$ cat config.mk
export PLATFORM = sky130hd
export DESIGN_NAME = hazard_control_unit
export DESIGN_NICKNAME = d
export VERILOG_FILES = /design/src/rtl/hazard_pkg.sv /design/src/rtl/hazard_control_unit_sat_counter.sv /design/src/rtl/hazard_control_unit.sv
export SDC_FILE = /design/constraint.sdc
export NUM_CORES = 1
export LEC_CHECK = 0
export CAP_MARGIN = 20
export CORE_ASPECT_RATIO = 1.2
export CORE_MARGIN = 2
export CORE_UTILIZATION = 49
export DETAILED_ROUTE_END_ITERATION = 12
export MAX_ROUTING_LAYER = met4
export PLACE_DENSITY = 0.77
export SLEW_MARGIN = 20
export SYNTH_ARGS = -nofsm -noshare
export SYNTH_HDL_FRONTEND = slang
export SYNTH_SLANG_ARGS = --single-unit
$ cat constraint.sdc
create_clock -name clk -period 2.7 [get_ports clk]
set_input_delay 0.54 -clock clk [delete_from_list [all_inputs] [get_ports clk]]
set_output_delay 0.54 -clock clk [all_outputs]
set_load 0.02 [all_outputs]
$ cat src/rtl/hazard_pkg.sv
`default_nettype none
// ============================================================================
// Module      : hazard_pkg
// Description : Shared types and constants for the pipeline hazard control
//               unit: dmem wait FSM encoding, the x0 register index and a
//               source-operand match helper.
// Revision    : 1.0 - initial release
// ============================================================================
package hazard_pkg;

  // Dmem wait FSM state encoding
  typedef enum logic {
    RUN  = 1'b0,
    WAIT = 1'b1
  } hz_state_e;

  // Architectural zero register; never a real dependency
  localparam logic [4:0] REG_X0 = 5'd0;

  // True when the ID instruction really reads 'src' and it equals 'rd'
  function automatic logic src_match(input logic       use_src,
                                     input logic [4:0] src,
                                     input logic [4:0] rd);
    return use_src && (src == rd);
  endfunction

endpackage
`default_nettype wire

$ cat src/rtl/hazard_control_unit_sat_counter.sv
`default_nettype none
// ============================================================================
// Module      : sat_counter
// Description : Saturating up-counter with synchronous clear. Holds at
//               all-ones instead of wrapping.
// Revision    : 1.0 - initial release
// ============================================================================
module sat_counter #(
  parameter int CNT_W = 32
) (
  input  logic             clk,
  input  logic             clear,
  input  logic             inc,
  output logic [CNT_W-1:0] count
);

  localparam logic [CNT_W-1:0] c_ONE = {{(CNT_W-1){1'b0}}, 1'b1};

  logic [CNT_W-1:0] r_count;

  // Count up on inc, stick at all-ones, clear has priority
  always_ff @(posedge clk) begin
    if (clear) begin
      r_count <= '0;
    end else if (inc && (r_count != '1)) begin
      r_count <= r_count + c_ONE;
    end
  end

  assign count = r_count;

endmodule
`default_nettype wire

$ cat src/rtl/hazard_control_unit.sv
`default_nettype none
// ============================================================================
// Module      : hazard_control_unit
// Description : Stall/flush control for a 5-stage RISC-V pipeline. Handles
//               load-use stalls, data-memory wait freezes with timeout and
//               taken-branch flushes, plus stall/flush performance counters.
// Revision    : 1.0 - initial release
// ============================================================================
module hazard_control_unit
  import hazard_pkg::*;
#(
  parameter int TIMEOUT = 16,
  parameter int CNT_W   = 32
) (
  input  logic             clk,
  input  logic             reset,
  input  logic [4:0]       IF_IDrs1,
  input  logic [4:0]       IF_IDrs2,
  input  logic             IF_IDuseRs1,
  input  logic             IF_IDuseRs2,
  input  logic [4:0]       ID_EXrd,
  input  logic             ID_EXmemRead,
  input  logic             EX_MEMmemRead,
  input  logic             EX_MEMmemWrite,
  input  logic             dmem_ready,
  input  logic             branchTaken,
  output logic             PCWrite,
  output logic             IF_IDWrite,
  output logic             ID_EXWrite,
  output logic             EX_MEMWrite,
  output logic             IF_IDflush,
  output logic             ID_EXflush,
  output logic             MEM_WBflush,
  output logic             dmem_req,
  output logic             busError,
  output logic [CNT_W-1:0] stallCount,
  output logic [CNT_W-1:0] flushCount
);

  // Wait counter only needs to reach TIMEOUT-1
  localparam int                  c_WCNT_W    = (TIMEOUT > 2) ? $clog2(TIMEOUT) : 1;
  localparam logic [c_WCNT_W-1:0] c_WAIT_LAST = c_WCNT_W'(TIMEOUT - 1);
  localparam logic [c_WCNT_W-1:0] c_WAIT_ONE  = c_WCNT_W'(1);

  hz_state_e           r_state,     w_state_nxt;
  logic [c_WCNT_W-1:0] r_wait_cnt,  w_wait_cnt_nxt;
  logic                r_bus_error, w_bus_error_nxt;

  logic w_mem_op;
  logic w_freeze;
  logic w_load_use;
  logic w_branch_flush;

  assign w_mem_op   = EX_MEMmemRead | EX_MEMmemWrite;
  // Once a bus error is latched the memory is considered dead: stop waiting on it
  assign w_freeze   = w_mem_op & ~dmem_ready & ~r_bus_error;
  assign w_load_use = ID_EXmemRead && (ID_EXrd != REG_X0) &&
                      (src_match(IF_IDuseRs1, IF_IDrs1, ID_EXrd) ||
                       src_match(IF_IDuseRs2, IF_IDrs2, ID_EXrd));

  // Pipeline enable/flush decode; priority reset > freeze > branch > load-use
  always_comb begin
    PCWrite        = 1'b1;
    IF_IDWrite     = 1'b1;
    ID_EXWrite     = 1'b1;
    EX_MEMWrite    = 1'b1;
    IF_IDflush     = 1'b0;
    ID_EXflush     = 1'b0;
    MEM_WBflush    = 1'b0;
    dmem_req       = w_mem_op & ~r_bus_error;
    w_branch_flush = 1'b0;
    if (reset) begin
      PCWrite     = 1'b0;
      IF_IDWrite  = 1'b0;
      ID_EXWrite  = 1'b0;
      EX_MEMWrite = 1'b0;
      IF_IDflush  = 1'b1;
      ID_EXflush  = 1'b1;
      MEM_WBflush = 1'b1;
      dmem_req    = 1'b0;
    end else if (w_freeze) begin
      // Whole front of the pipe holds; MEM result is not valid yet
      PCWrite     = 1'b0;
      IF_IDWrite  = 1'b0;
      ID_EXWrite  = 1'b0;
      EX_MEMWrite = 1'b0;
      MEM_WBflush = 1'b1;
    end else if (branchTaken) begin
      // Dependent instruction in ID is squashed anyway, so no load-use stall
      IF_IDflush     = 1'b1;
      ID_EXflush     = 1'b1;
      w_branch_flush = 1'b1;
    end else if (w_load_use) begin
      PCWrite    = 1'b0;
      IF_IDWrite = 1'b0;
      ID_EXflush = 1'b1;
    end
  end

  // Dmem wait FSM next-state and timeout detection
  always_comb begin
    w_state_nxt     = r_state;
    w_wait_cnt_nxt  = r_wait_cnt;
    w_bus_error_nxt = r_bus_error;
    case (r_state)
      RUN: begin
        if (w_freeze) begin
          w_state_nxt    = WAIT;
          w_wait_cnt_nxt = c_WAIT_ONE;
        end
      end
      WAIT: begin
        if (dmem_ready) begin
          w_state_nxt    = RUN;
          w_wait_cnt_nxt = '0;
        end else if (r_wait_cnt == c_WAIT_LAST) begin
          w_state_nxt     = RUN;
          w_wait_cnt_nxt  = '0;
          w_bus_error_nxt = 1'b1;
        end else begin
          w_wait_cnt_nxt = r_wait_cnt + c_WAIT_ONE;
        end
      end
      default: begin
        w_state_nxt    = RUN;
        w_wait_cnt_nxt = '0;
      end
    endcase
  end

  // FSM state, wait counter and sticky bus error registers
  always_ff @(posedge clk) begin
    if (reset) begin
      r_state     <= RUN;
      r_wait_cnt  <= '0;
      r_bus_error <= 1'b0;
    end else begin
      r_state     <= w_state_nxt;
      r_wait_cnt  <= w_wait_cnt_nxt;
      r_bus_error <= w_bus_error_nxt;
    end
  end

  assign busError = r_bus_error;

  sat_counter #(.CNT_W(CNT_W)) u_stall_cnt (
    .clk   (clk),
    .clear (reset),
    .inc   (~reset & ~PCWrite),
    .count (stallCount)
  );

  sat_counter #(.CNT_W(CNT_W)) u_flush_cnt (
    .clk   (clk),
    .clear (reset),
    .inc   (w_branch_flush),
    .count (flushCount)
  );

endmodule
`default_nettype wire

==> results.cfg <==
[synth]
synth_top_cell_by_area = dfxtp_1
yosys_warnings = 0
ys_seq_area_share_pct = 37.98
synth.area.top_cells = dfxtp_1 38%, xnor2_1 6.6%, nor2_1 5.6%
synth_edf_count = 0
async_reset_ff_share_pct = 0
ys_types = 55
netlist_instances = 443
syn_nets = 470
netlist_area_sq_mm = 0.003690
ys_ff_latch = 70
ys.flop_type = dfxtp_1
synth_top_area_share_pct = 37.98
synth_area_per_cell_sq_um = 8.329

[worst_setup_path]
start_kind = input port
r2r_start = u_stall_cnt.count[6]$_SDFFE_PP0P_
crit_buf_inv = 2
rrSetupSlack_ns = 0.29
critical_path_class = in2out
cpPeakStageDelay_ns = 0.50
crit_slowest_cell = or4_1
crit_top_cell = nor2_1
worst_ep_arrival_time_ns = 2.10
rr_endpoint = u_stall_cnt.count[16]$_SDFFE_PP0P_
crit_fanout = 2
cp.required_ns = 2.16
worstSetupEndpointType = output pin
reg2regPathDepth = 5
path_delay_family = simple AND/OR/NAND/NOR gates
crit_chain = clkdlybuf4s50_1, or4_1, o21a_1, nand2_2, nor2_1, nor2_1, buf_4

[layout]
layout-drive-gt1-share_pct = 13.35
final_area_sq_mm = 0.005092
syn2layout_area_growth_pct = 38.01
antenna_cells = 0
nNetsFinal = 584
final_cell_mix = 83 x clkdlybuf4s50_1, 70 x dfxtp_1, 55 x nor2_1
layout_commonest_cell = clkdlybuf4s50_1

[die]
design.core.area_sq_mm = 0.007274
rows = 34
die_h_um = 99.06
num_io_pins = 97
die-area_sq_mm = 0.008243
die_width_um = 83.22
start_util_pct = 50.72

[place]
io_buffers = 96
dp_hpwl_um = 6983
dpl_cell_area_sq_mm = 0.004865
gp_congestion = 0.8381
pre_cts_ws_ns = -0.4834

[detailed_routing]
vias_per_cell = 5.750
vias = 3749
drt_wl_total_um = 9749
drt_iter0_drc = 120
drc_errors = 0
wl_met2_um = 4863
postRouteAntennaNets = 0
top_layer_used = met4
routed-wl-met3_um = 401
wire_per_inst_um = 14.95
wl_met1_um = 4197
dr.pass1.iters = 4

[timing]
rsz0062_at_grt = true
hold_viol_final = 0
max_freq_mhz = 378.4
setup_viol = 0
setup_ws_ns = 0.05715
timing.final.crit_share_pct = 97.88
finalCriticalPeriod_ns = 2.643
slew_viol_final = 0
fin_setup_tns_ns = 0
slew_headroom_pct = 63.74
skew_ns = 0.01388
worst-slew-pin-transition_ns = 0.5394

[clocking]
cts_hold_buf = 0
htree_levels = 3
cts_sinks = 70
cts_tree = built
clk_pin_slew_worst_paths_ns = 0.08
clock_latency_ns = 0.34
cts_root_buf = clkbuf_8
cts_buffer_depth = 2
cts_buffers = 9

[global_routing]
grt_max_degree = 49
grt_overflow = 0
grt_pass1_wl_um = 16100
grt_pass1_vias = 3577
antenna_found_initial = 0
grt_use_total_pct = 24.06

[pwr]
cellPowerDensity_mw_per_mm2 = 410.2
leakagePower_nw = 1.694
peakVddDrop_v = 0.0003279
total_power_mw = 2.089

[min_path]
hp-start = u_stall_cnt.count[9]$_SDFFE_PP0P_
min_to = u_stall_cnt.count[9]$_SDFFE_PP0P_
hold_depth = 2
hp-class = reg2reg

[status]
outcome = finished clean

[run]
maxCapViolCount = 0
## per-stage QoR
stage / std cells / util (%) / hold slack (ns)
floorplan: 443 / - / 0.4908
global placement: 635 / 66.87 / 0.4791
detailed placement: 635 / 66.87 / 0.4946
CTS: 651 / 69.37 / 0.5070
global route: 652 / 70.00 / 0.5283
finish: 652 / 70.00 / 0.5065
## tightest hold or removal path, cell delays in order (launching register included)
cell	delay [ns]
dfxtp_1	0.34
o31ai_1	0.07
a21oi_1	0.06
## synthesized netlist by cell type, types with 2 or more instances
cell,instances
a21oi_1,34
and3_1,7
and4_1,4
buf_2,2
buf_4,4
clkbuf_1,11
dfxtp_1,70
ha_1,3
inv_1,14
nand2_1,29
nand2b_1,2
nand3_1,25
nand4_1,16
nor2_1,55
nor2b_1,3
nor3_1,11
nor3b_1,2
nor4_1,9
nor4_2,3
nor4b_1,2
o211ai_1,2
o21a_1,2
o21ai_0,13
o22ai_1,2
o31ai_1,18
or2_2,4
or3_1,12
or4_1,12
or4_2,8
xnor2_1,28
xor2_1,12
## state kept, by name, summed over array words and instances (netlist names)
signal / flops
busError: 1
u_flush_cnt.count: 32
r_wait_cnt: 4
u_stall_cnt.count: 32
r_state: 1
## power breakdown
group / total [mW] / internal [mW] / leakage, nW / switching [mW]
Combinational: 0.190 / 0.0908 / 1.04 / 0.0988
Sequential: 1.04 / 1.04 / 0.564 / 0.00687
Clock: 0.856 / 0.430 / 0.0935 / 0.426
## routing by layer
metal  GRT usage [%]  vias to the layer above
met3           3.853                       23
met5               -                        -
li1                -                     1848
met2           41.25                      102
met1           27.35                     1776
met4           11.60                        0
## worst max path at each step
stage               startpoint  cells past startpoint  slack (ns)          to
finish              ID_EXrd[1]                      7        0.06  IF_IDWrite
global route        ID_EXrd[1]                      7       -0.03  IF_IDWrite
CTS                 ID_EXrd[3]                      7       0.004  IF_IDWrite
detailed placement  ID_EXrd[3]                      8       -0.48  ID_EXflush
global placement    ID_EXrd[2]                      7       -0.45     PCWrite
floorplan           ID_EXrd[1]                      6        0.28     PCWrite
## repair_timing
action,in CTS,in global routing
buffers inserted,0,1
hold endpoints to repair,0,0
gates cloned,0,0
gates resized for setup,22,9
endpoints found under the setup margin,9,11
pin swaps,2,5
## final cells by class
type	instances	area, sq um
repair buffers	121	1150
fillers	610	2182
clock inverters	5	60.06
inverters	14	52.55
flip-flops and latches	70	1401
clock buffers	11	131.4
multi-input cells	341	2185
well taps	90	112.6
## kinds of logic after synthesis
| group | count (synthesis) | synth area share [%] |
|---|---|---|
| xor gates and xnor gates | 40 | 9.495 |
| DFF | 70 | 37.98 |
| adders and majority gates | 3 | 1.017 |
| AOI/OAI and AO/OA | 84 | 14.48 |
| and+or+nand+nor | 211 | 32.11 |
| buffers and inverters | 32 | 3.934 |
| muxes | 3 | 0.9833 |
(Power assumes the default switching activity.)
